File: src/rtl/frame_capture_sequencer.sv
// ---------------------------------------------------------------------------
// frame_capture_sequencer
//
// Host-commanded gate for the imager pixel stream. After an accepted start it
// passes whole frames downstream, optionally keeping one frame out of every
// skip_amount frames, until num_frames frames have been passed (or forever
// when num_frames is 0) or until an abort lands on a frame boundary.
// Partial frames are never emitted.
//
// Ports:
//   clk, reset          rising-edge clock, asynchronous active-high reset
//   start, abort        one-cycle host command pulses
//   num_frames          frames to pass (0 = continuous), latched on start
//   skip_amount         keep 1 of every N frames (0/1 = all), latched on start
//   dvi/dtypei/datai    input beat: valid, data type code, data
//   dvo/dtypeo/datao    output beat, one cycle behind the input; only dvo gated
//   busy                high from an accepted start until the sequence ends
//   done                one-cycle pulse when a sequence ends
//   aborted             last sequence ended by abort
//   frames_passed       frames passed in the current/last sequence (saturating)
// ---------------------------------------------------------------------------
`ifndef DTYPE_WIDTH
`define DTYPE_WIDTH 4
`endif
`ifndef DTYPE_FRAME_START
`define DTYPE_FRAME_START 4'd1
`endif
`ifndef DTYPE_FRAME_END
`define DTYPE_FRAME_END 4'd2
`endif

module frame_capture_sequencer #(
    parameter int DOWNSAMPLE_WIDTH = 16,
    parameter int COUNT_WIDTH      = 16
) (
    input  logic                          clk,
    input  logic                          reset,
    input  logic                          start,
    input  logic                          abort,
    input  logic [COUNT_WIDTH-1:0]        num_frames,
    input  logic [DOWNSAMPLE_WIDTH-1:0]   skip_amount,
    input  logic                          dvi,
    input  logic [`DTYPE_WIDTH-1:0]       dtypei,
    input  logic [15:0]                   datai,
    output logic                          dvo,
    output logic [`DTYPE_WIDTH-1:0]       dtypeo,
    output logic [15:0]                   datao,
    output logic                          busy,
    output logic                          done,
    output logic                          aborted,
    output logic [COUNT_WIDTH-1:0]        frames_passed
);

    typedef enum logic [1:0] {
        ST_IDLE = 2'd0,
        ST_WAIT = 2'd1,
        ST_PASS = 2'd2
    } state_t;

    state_t                        state_q, state_d;
    logic [COUNT_WIDTH-1:0]        num_frames_q, num_frames_d;
    logic [DOWNSAMPLE_WIDTH-1:0]   skip_amount_q, skip_amount_d;
    logic [DOWNSAMPLE_WIDTH-1:0]   skip_cnt_q, skip_cnt_d;
    logic [COUNT_WIDTH-1:0]        frames_passed_q, frames_passed_d;
    logic                          abort_pending_q, abort_pending_d;
    logic                          busy_q, busy_d;
    logic                          done_q, done_d;
    logic                          aborted_q, aborted_d;
    logic                          dvo_q, dvo_d;
    logic [`DTYPE_WIDTH-1:0]       dtypeo_q;
    logic [15:0]                   datao_q;

    logic                          fs_beat_s;
    logic                          fe_beat_s;
    logic                          complete_s;
    logic                          abort_req_s;
    logic                          stop_s;
    logic [DOWNSAMPLE_WIDTH:0]     skip_inc_s;
    logic [DOWNSAMPLE_WIDTH-1:0]   skip_next_s;
    logic                          pass_s;
    logic                          accept_start_s;
    logic                          eval_start_s;
    logic                          count_frame_s;
    logic                          end_seq_s;
    logic                          end_abort_s;

    assign fs_beat_s   = dvi && (dtypei == `DTYPE_FRAME_START);
    assign fe_beat_s   = dvi && (dtypei == `DTYPE_FRAME_END);

    // The frame that finishes on this beat is the last one requested.
    // Widened by one bit so a saturated count can never alias num_frames.
    assign complete_s  = (num_frames_q != {COUNT_WIDTH{1'b0}}) &&
                         (({1'b0, frames_passed_q} + {{COUNT_WIDTH{1'b0}}, 1'b1})
                          == {1'b0, num_frames_q});

    // An abort on the very frame-end beat counts as well as a pending one.
    assign abort_req_s = abort || abort_pending_q;
    assign stop_s      = abort_req_s || complete_s;

    // Modulo-skip_amount frame counter; skip_amount of 0 or 1 pins it at 0.
    assign skip_inc_s  = {1'b0, skip_cnt_q} + {{DOWNSAMPLE_WIDTH{1'b0}}, 1'b1};
    assign skip_next_s = (skip_inc_s >= {1'b0, skip_amount_q}) ?
                         {DOWNSAMPLE_WIDTH{1'b0}} : skip_inc_s[DOWNSAMPLE_WIDTH-1:0];

    // State register
    always_ff @(posedge clk or posedge reset) begin
        if (reset) begin
            state_q <= ST_IDLE;
        end else begin
            state_q <= state_d;
        end
    end

    // Next-state logic and per-beat gating/event decisions
    always_comb begin
        state_d        = state_q;
        pass_s         = 1'b0;
        accept_start_s = 1'b0;
        eval_start_s   = 1'b0;
        count_frame_s  = 1'b0;
        end_seq_s      = 1'b0;
        end_abort_s    = 1'b0;
        case (state_q)
            ST_IDLE: begin
                if (start) begin
                    accept_start_s = 1'b1;
                    state_d        = ST_WAIT;
                end else begin
                    state_d        = ST_IDLE;
                end
            end
            ST_WAIT: begin
                if (abort) begin
                    end_seq_s   = 1'b1;
                    end_abort_s = 1'b1;
                    state_d     = ST_IDLE;
                end else if (fs_beat_s) begin
                    eval_start_s = 1'b1;
                    if (skip_cnt_q == {DOWNSAMPLE_WIDTH{1'b0}}) begin
                        pass_s  = 1'b1;
                        state_d = ST_PASS;
                    end else begin
                        state_d = ST_WAIT;
                    end
                end else begin
                    state_d = ST_WAIT;
                end
            end
            ST_PASS: begin
                pass_s = 1'b1;
                if (fe_beat_s) begin
                    count_frame_s = 1'b1;
                    if (stop_s) begin
                        end_seq_s   = 1'b1;
                        end_abort_s = abort_req_s;
                        state_d     = ST_IDLE;
                    end else begin
                        state_d     = ST_WAIT;
                    end
                end else if (fs_beat_s) begin
                    // Frame start without a frame end: the open frame is
                    // closed as passed and the new start is judged as in WAIT.
                    count_frame_s = 1'b1;
                    if (stop_s) begin
                        pass_s      = 1'b0;
                        end_seq_s   = 1'b1;
                        end_abort_s = abort_req_s;
                        state_d     = ST_IDLE;
                    end else begin
                        eval_start_s = 1'b1;
                        if (skip_cnt_q == {DOWNSAMPLE_WIDTH{1'b0}}) begin
                            state_d = ST_PASS;
                        end else begin
                            pass_s  = 1'b0;
                            state_d = ST_WAIT;
                        end
                    end
                end else begin
                    state_d = ST_PASS;
                end
            end
            default: begin
                state_d = ST_IDLE;
            end
        endcase
    end

    // Counter, configuration and status next-state
    always_comb begin
        num_frames_d    = num_frames_q;
        skip_amount_d   = skip_amount_q;
        skip_cnt_d      = skip_cnt_q;
        frames_passed_d = frames_passed_q;
        abort_pending_d = abort_pending_q;
        busy_d          = busy_q;
        done_d          = 1'b0;
        aborted_d       = aborted_q;
        dvo_d           = dvi & pass_s;
        if (accept_start_s) begin
            num_frames_d    = num_frames;
            skip_amount_d   = skip_amount;
            skip_cnt_d      = {DOWNSAMPLE_WIDTH{1'b0}};
            frames_passed_d = {COUNT_WIDTH{1'b0}};
            abort_pending_d = 1'b0;
            busy_d          = 1'b1;
            aborted_d       = 1'b0;
        end else begin
            if (eval_start_s) begin
                skip_cnt_d = skip_next_s;
            end else begin
                skip_cnt_d = skip_cnt_q;
            end
            if (count_frame_s && (frames_passed_q != {COUNT_WIDTH{1'b1}})) begin
                frames_passed_d = frames_passed_q + {{(COUNT_WIDTH-1){1'b0}}, 1'b1};
            end else begin
                frames_passed_d = frames_passed_q;
            end
            if (end_seq_s) begin
                busy_d          = 1'b0;
                done_d          = 1'b1;
                aborted_d       = end_abort_s;
                abort_pending_d = 1'b0;
            end else if ((state_q == ST_PASS) && abort) begin
                abort_pending_d = 1'b1;
            end else begin
                abort_pending_d = abort_pending_q;
            end
        end
    end

    // Registered status, counters and one-cycle datapath
    always_ff @(posedge clk or posedge reset) begin
        if (reset) begin
            num_frames_q    <= {COUNT_WIDTH{1'b0}};
            skip_amount_q   <= {DOWNSAMPLE_WIDTH{1'b0}};
            skip_cnt_q      <= {DOWNSAMPLE_WIDTH{1'b0}};
            frames_passed_q <= {COUNT_WIDTH{1'b0}};
            abort_pending_q <= 1'b0;
            busy_q          <= 1'b0;
            done_q          <= 1'b0;
            aborted_q       <= 1'b0;
            dvo_q           <= 1'b0;
            dtypeo_q        <= {`DTYPE_WIDTH{1'b0}};
            datao_q         <= 16'h0000;
        end else begin
            num_frames_q    <= num_frames_d;
            skip_amount_q   <= skip_amount_d;
            skip_cnt_q      <= skip_cnt_d;
            frames_passed_q <= frames_passed_d;
            abort_pending_q <= abort_pending_d;
            busy_q          <= busy_d;
            done_q          <= done_d;
            aborted_q       <= aborted_d;
            dvo_q           <= dvo_d;
            dtypeo_q        <= dtypei;
            datao_q         <= datai;
        end
    end

    assign dvo           = dvo_q;
    assign dtypeo        = dtypeo_q;
    assign datao         = datao_q;
    assign busy          = busy_q;
    assign done          = done_q;
    assign aborted       = aborted_q;
    assign frames_passed = frames_passed_q;

endmodule

File: config.mk
export PLATFORM = sky130hd
export DESIGN_NAME = frame_capture_sequencer
export DESIGN_NICKNAME = d
export VERILOG_FILES = /design/src/rtl/frame_capture_sequencer.sv
export SDC_FILE = /design/constraint.sdc
export NUM_CORES = 1
export LEC_CHECK = 0
export CAP_MARGIN = 20
export CELL_PAD_IN_SITES_DETAIL_PLACEMENT = 1
export CELL_PAD_IN_SITES_GLOBAL_PLACEMENT = 1
export CORE_MARGIN = 2
export CORE_UTILIZATION = 41
export CTS_BUF_LIST = sky130_fd_sc_hd__clkbuf_4
export CTS_CLUSTER_SIZE = 12
export DETAILED_ROUTE_END_ITERATION = 8
export PLACE_DENSITY_LB_ADDON = 0.1
export SLEW_MARGIN = 20
export SYNTH_ARGS = -nofsm -noshare
export SYNTH_HDL_FRONTEND = slang
export SYNTH_SLANG_ARGS = --single-unit
File: constraint.sdc
create_clock -name clk -period 4 [get_ports clk]
set_input_delay 0.8 -clock clk [delete_from_list [all_inputs] [get_ports clk]]
set_output_delay 0.8 -clock clk [all_outputs]
set_load 0.005 [all_outputs]
Word-level counts from Yosys, hierarchy flattened
Cells that the tools add are included.
- bits in registers: 91
- bits of input ports: 57
- output and inout port bits: 40
- logic and storage cells: 86
- add/sub/neg operators: 3
- $lt $le $gt $ge: 1
- eq/ne operators: 6
- mux-type cells: 49
- bitwise gates (word level): 1
- reductions and logical operators: 14
- operators with widths (operator ; count):
    two-way mux 16 bit ; 5
    adder 16 x 1 -> 17 bit, second input constant ; 2
    two-way mux 1 bit ; 33
    == test 17 x 16 -> 1 bit ; 1
    greater-or-equal comparator 17 x 16 -> 1 bit ; 1
    adder 16 x 1 -> 16 bit, second input constant ; 1
    logical NOT 16 bit ; 1
    inequality test 16 bit, second input constant ; 1
    nonzero test 16 bit ; 1
    two-way mux 2 bit ; 6
    case mux 1 bit (2 select lines) ; 4
    case mux 2 bit (3 select lines) ; 1
    nonzero test 2 bit ; 3
    logical AND 1 bit ; 5
    == test 4 x 1 -> 1 bit, second input constant ; 1
    == test 4 x 2 -> 1 bit, second input constant ; 1
    nonzero test 3 bit ; 1
    == test 2 x 1 -> 1 bit, second input constant ; 1
    == test 2 bit, second input constant ; 1
    logical NOT 2 bit ; 1
    logical OR 1 bit ; 2
    bitwise AND 1 bit ; 1

Depth between registers and ports, before layout
- depth in word-level cells: 10
- depth in mapped cells: 16
- mapped depth without buffers: 13

Worst setup path after synthesis
Ideal clock, no wire load.
- kind: flip-flop to flip-flop
- start: register skip_cnt_q[2]
- end: register skip_cnt_q[3]
- library setup time: 0.126 ns
- arrival time: 2.846 ns
- data required time: 3.874 ns
- path slack: 1.028 ns
- cell stages (with the launch flop): 17
- period minus slack after synthesis: 2.972 ns
- path through: dfrtp_1 clkbuf_1 nand3_1 nor2_1 nand3_1 or2_0 clkbuf_1 nor2_1 xor2_1 ha_1 nand3_1 nor3_1 o21ai_0 nand2_1 clkbuf_1 nor3_1 a221o_1
- cells in the longest elaborated chain, start to end: 5
- RTL lines (item ; RTL line ; RTL):
    from (decl) ; 63 ; logic [DOWNSAMPLE_WIDTH-1:0] skip_cnt_q, skip_cnt_d;
    from (signal assigned) ; 236 ; skip_cnt_q <= {DOWNSAMPLE_WIDTH{1'b0}};
    from (signal assigned) ; 248 ; skip_cnt_q <= skip_cnt_d;
    adder 16 x 1 -> 17 bit * ; 101 ; assign skip_inc_s = {1'b0, skip_cnt_q} + {{DOWNSAMPLE_WIDTH{1'b0}}, 1'b1};
    greater-or-equal comparator 17 x 16 -> 1 bit ; 102 ; assign skip_next_s = (skip_inc_s >= {1'b0, skip_amount_q}) ?
    two-way mux 16 bit * ; 102 ;
    two-way mux 16 bit * ; 208 ; if (eval_start_s) begin
    two-way mux 16 bit * ; 199 ; if (accept_start_s) begin
Mark *: on every way between the ends. The rest lies on a longest branch, timed or not. The select of a mux whose other input is x is not followed.
A chain may end at the register's enable or synchronous reset.

Final worst setup path
- start: register frames_passed_q[0], in the netlist frames_passed[0]
- end: register skip_cnt_q[12]
- cells in the longest elaborated chain, start to end: 9
- RTL lines (item ; RTL line ; RTL):
    from (decl) ; 64 ; logic [COUNT_WIDTH-1:0] frames_passed_q, frames_passed_d;
    from (signal assigned) ; 237 ; frames_passed_q <= {COUNT_WIDTH{1'b0}};
    from (signal assigned) ; 249 ; frames_passed_q <= frames_passed_d;
    adder 16 x 1 -> 17 bit ; 93 ; (({1'b0, frames_passed_q} + {{COUNT_WIDTH{1'b0}}, 1'b1})
    == test 17 x 16 -> 1 bit ; 94 ; == {1'b0, num_frames_q});
    logical AND 1 bit ; 92 ; assign complete_s = (num_frames_q != {COUNT_WIDTH{1'b0}}) &&
    logical OR 1 bit ; 98 ; assign stop_s = abort_req_s || complete_s;
    two-way mux 1 bit ; 164 ; if (stop_s) begin
    two-way mux 1 bit ; 160 ; end else if (fs_beat_s) begin
    two-way mux 1 bit ; 151 ; if (fe_beat_s) begin
    case mux 1 bit (2 select lines) ; 123 ; case (state_q)
    nonzero test 2 bit (no source line) ; -- ;
Every way passes these cells.

==> flow_summary_export.csv <==
group,metric,value,unit
route,dr.pass1.iters,4,
yosys,ys_ff_latch,91,
die,core_area,12000,sq um
power_and_ir_drop,report.power.total,0.00264,W
route,drt_first_iter_violations,216,
sta,setup_total_negative_slack,0,ps
yosys,synth-seq-area-share,0.455,
cts,cts_htree_levels,3,
route,routed_via_count,4339,
cts,postCtsResizedCells,0,
layout,finish.cell_count_without_fillers,781,
min_path,whs_endpoint,"skip_amount_q[0]$_DFFE_PP0P_",
worst_setup_path,cp.required,4390,ps
layout,finish.utilization,0.520,
min_path,worst_hold_path_startpoint,"skip_amount_q[0]$_DFFE_PP0P_",
yosys,yosys.cell_types.count,56,
worst_setup_path,r2r.worst_path.cells,8,
cts,hold_buffers,0,
layout,antenna_cells,0,
power_and_ir_drop,total_leakage_power,2.77,nW
worst_setup_path,worstSetupEndpointType,"register",
route,drc,0,
yosys,cell_type_with_the_largest_total_area_after_synthesis,"sky130_fd_sc_hd__dfrtp_1",
cts,cts_inserted_buffers,9,
sta,timing.clock.skew,13.2,ps
die,num_io_pins,97,
layout,area.growth.synth_to_final,24.3,%
min_path,hold-path-cell-count,2,
worst_setup_path,crit_slowest_cell,"sky130_fd_sc_hd__a2111oi_0",
route,routed_via_density,5.56,
die,die_height,115,microns
yosys,avgSynthCellArea,9.17,sq um
layout,share_of_cells_above_drive_strength_1,0.0521,
sta,fin_crit_sh,0.843,
flow_run,cap_violations,0,
sta,slew_headroom,0.391,
cts,post-cts-setup-buffers,0,
die,die_span_x,115,microns
grt,grt_use_total,0.220,
worst_setup_path,critPathArrivalTime,3770,ps
route,routed_wirelength,13600,microns
worst_setup_path,critPathTopFamily,"simple AND/OR/NAND/NOR gates",
cts,cts.reportedPaths.clkPinSlew,140,ps
worst_setup_path,setup.worst_path.start_class,"register",
sta,fmax,297,MHz
yosys,synth_enable_flop_cells,0,
worst_setup_path,critPathLaunch,"frames_passed[0]$_DFFE_PP0P_",
sta,setup_viol,0,
die,placementRows,40,
yosys,synthesis_warning_total,0,
worst_setup_path,timing.setup.critical_path_class,"reg2reg",
route,wl_per_cell,17.4,microns
yosys,yosys.area.top_type_share,0.455,
place,finalWeightedCongestion,0.895,
power_and_ir_drop,powerDensity,425,nW/um^2
die,full_die_area,13100,sq um
grt,number_of_antenna_violations_at_the_first_check_in_global_routing,0,
place,post-place-ws,622,ps
sta,count_of_final_max_slew_check_failures,0,
worst_setup_path,cp.buffers_inverters,0,
worst_setup_path,slowest_delay,760,ps
cts,clock_tree_from_tritoncts,"done",
worst_setup_path,sequence_of_cells_on_the_critical_path,"ha_1 -> nand3_2 -> a2111oi_0 -> o31ai_1 -> nor4_1 -> and4_4 -> nand2b_1 -> mux2i_1",
grt,grt_max_degree,67,
sta,timing.final.ws_setup,627,ps
grt,grt_first_pass_wirelength,22600,microns
place,post-dp-hpwl,10100,microns
yosys,synth.area.top_cells,"sky130_fd_sc_hd__dfrtp_1, sky130_fd_sc_hd__nand2_1, sky130_fd_sc_hd__xnor2_1",
worst_setup_path,path_max_fanout,13,
sta,grt_setup_unrepaired,"false",
sta,max_slew.worst_pin.slew,908,ps
yosys,yosys_most_used_dff,"sky130_fd_sc_hd__dfrtp_1",
worst_setup_path,rrSetupSlack,630,ps
yosys,syn-cell-area,5010,sq um
yosys,asyncSetResetFlopFracSynth,1.00,
power_and_ir_drop,vdd_drop_max,0.224,mV
grt,vias_in_the_first_global_route,4547,
yosys,syn_nets,626,
cts,cts.root.buffer_cell,"sky130_fd_sc_hd__clkbuf_4",
die,initial_core_util,0.419,
cts,clockBufferDepth,2,
outcome,status,"finished, final reports clean",
worst_setup_path,worst_r2r_startpoint,"frames_passed[0]$_DFFE_PP0P_",
cts,clk_latency,470,ps
sta,timing.final.crit_period,3370,ps
route,route.antenna.remaining_nets,0,
grt,grt-ovfl-total,0,
worst_setup_path,worstReg2RegEnd,"skip_cnt_q[12]$_DFFE_PP0P_",
layout,finish.net_count,710,
sta,final_hold_viol_count,0,
place,buffer_ports.inserted,96,
yosys,netlist_instances,546,
min_path,timing.hold.worst.class,"reg2reg",
cts,clock_sinks,91,
place,numPlacedInstances,766,
synth_stat cells, drive strengths merged, types with 2 or more instances:
cell type and number:
nor3 17, a211oi 5, xnor2 33, buf 13
nand3b 2, nor2b 4, and2 5, ha 23
nor2 32, o211ai 3, dfrtp 91, nor3b 3
nand2 103, a2111oi 7, nand2b 3, inv 28
clkbuf 15, a21o 9, a31oi 4, or2 4
nand4 14, nand3 19, o31ai 3, mux2i 6
a21oi 10, and4 3, nor4b 2, o21ai 26
o211a 2, nor4 13, and3 9, or3 7
a221o 4, xor2 10, and3b 3
flip-flops by register name, summed over array words and instances (netlist names):
register,cells
done,1
aborted,1
dtypeo,4
frames_passed,16
num_frames_q,16
state_q,2
skip_amount_q,16
busy,1
dvo,1
datao,16
skip_cnt_q,16
abort_pending_q,1
metrics by stage:
stage / area (sq um) / hold slack (ps)
finish: 6220 / 513
global route: 6220 / 581
CTS: 6220 / 528
detailed placement: 6070 / 497
global placement: 6070 / 485
floorplan: 5010 / 452
cell type report:
type / count / area, sq um
Fill cell: 1393 / 5740
Tap cell: 147 / 184
Clock inverter: 5 / 78.8
Sequential cell: 91 / 2280
Multi-Input combinational cell: 399 / 2490
Clock buffer: 10 / 75.1
Inverter: 28 / 106
Timing Repair Buffer: 101 / 1010
worst max-delay path by stage:
stage,to,slack [ps],cells after the start
after floorplan,abort_pending_q$_DFFE_PP0P_,840,1
after global placement,skip_cnt_q[0]$_DFFE_PP0P_,690,7
after detailed placement,skip_cnt_q[10]$_DFFE_PP0P_,620,7
after CTS,skip_cnt_q[0]$_DFFE_PP0P_,630,14
after global routing,skip_cnt_q[0]$_DFFE_PP0P_,320,14
final,skip_cnt_q[12]$_DFFE_PP0P_,630,8
cells in the final DEF, fill, tap and decap left out, types with 4 or more instances in the layout:
cell type	Yosys	routed
sky130_fd_sc_hd__a2111oi_0	6	6
sky130_fd_sc_hd__a211oi_1	5	5
sky130_fd_sc_hd__a21o_1	9	9
sky130_fd_sc_hd__a21oi_1	10	10
sky130_fd_sc_hd__a221o_1	4	4
sky130_fd_sc_hd__a31oi_1	4	4
sky130_fd_sc_hd__and2_1	5	4
sky130_fd_sc_hd__and3_1	9	9
sky130_fd_sc_hd__buf_4	3	4
sky130_fd_sc_hd__clkbuf_4	0	10
sky130_fd_sc_hd__clkdlybuf4s50_1	0	96
sky130_fd_sc_hd__dfrtp_1	91	91
sky130_fd_sc_hd__ha_1	23	23
sky130_fd_sc_hd__inv_1	28	27
sky130_fd_sc_hd__mux2i_1	6	6
sky130_fd_sc_hd__nand2_1	103	103
sky130_fd_sc_hd__nand3_1	17	17
sky130_fd_sc_hd__nand4_1	14	14
sky130_fd_sc_hd__nor2_1	32	32
sky130_fd_sc_hd__nor2b_1	4	4
sky130_fd_sc_hd__nor3_1	17	17
sky130_fd_sc_hd__nor4_1	13	13
sky130_fd_sc_hd__o21ai_0	26	26
sky130_fd_sc_hd__or3_1	6	6
sky130_fd_sc_hd__xnor2_1	33	33
sky130_fd_sc_hd__xor2_1	10	10
routing by layer:
layer	vias to the layer above	track usage	routed length (microns)
met5	-	0	0
met4	0	0.0870	242
met3	15	0.0524	775
met2	119	0.344	6180
met1	2143	0.296	6360
li1	2062	-	-
logic make-up (layout without fill, tap and decap cells):
group | count (synthesis) | count (layout) | share of synthesized area
compound gates | 82 | 82 | 0.113
fa+ha+maj | 23 | 23 | 0.0575
flops | 91 | 91 | 0.455
buf+inv | 56 | 144 | 0.0477
simple gates | 244 | 244 | 0.237
xor+xnor | 43 | 43 | 0.0752
mux | 7 | 7 | 0.0142
report_power, final:
group | leakage [nW] | internal [W] | switching [W]
Combinational | 1.52 | 0.000355 | 0.000479
Sequential | 1.17 | 0.00110 | 0.000132
Clock | 0.0862 | 0.000256 | 0.000322
Total | 2.77 | 0.00171 | 0.000932
tightest hold or removal path, cell delays in order (launching register included):
cell	delay, ps
sky130_fd_sc_hd__dfrtp_1	380
sky130_fd_sc_hd__nand2_1	50
sky130_fd_sc_hd__nand2_1	60
(Power assumes the default switching activity.)
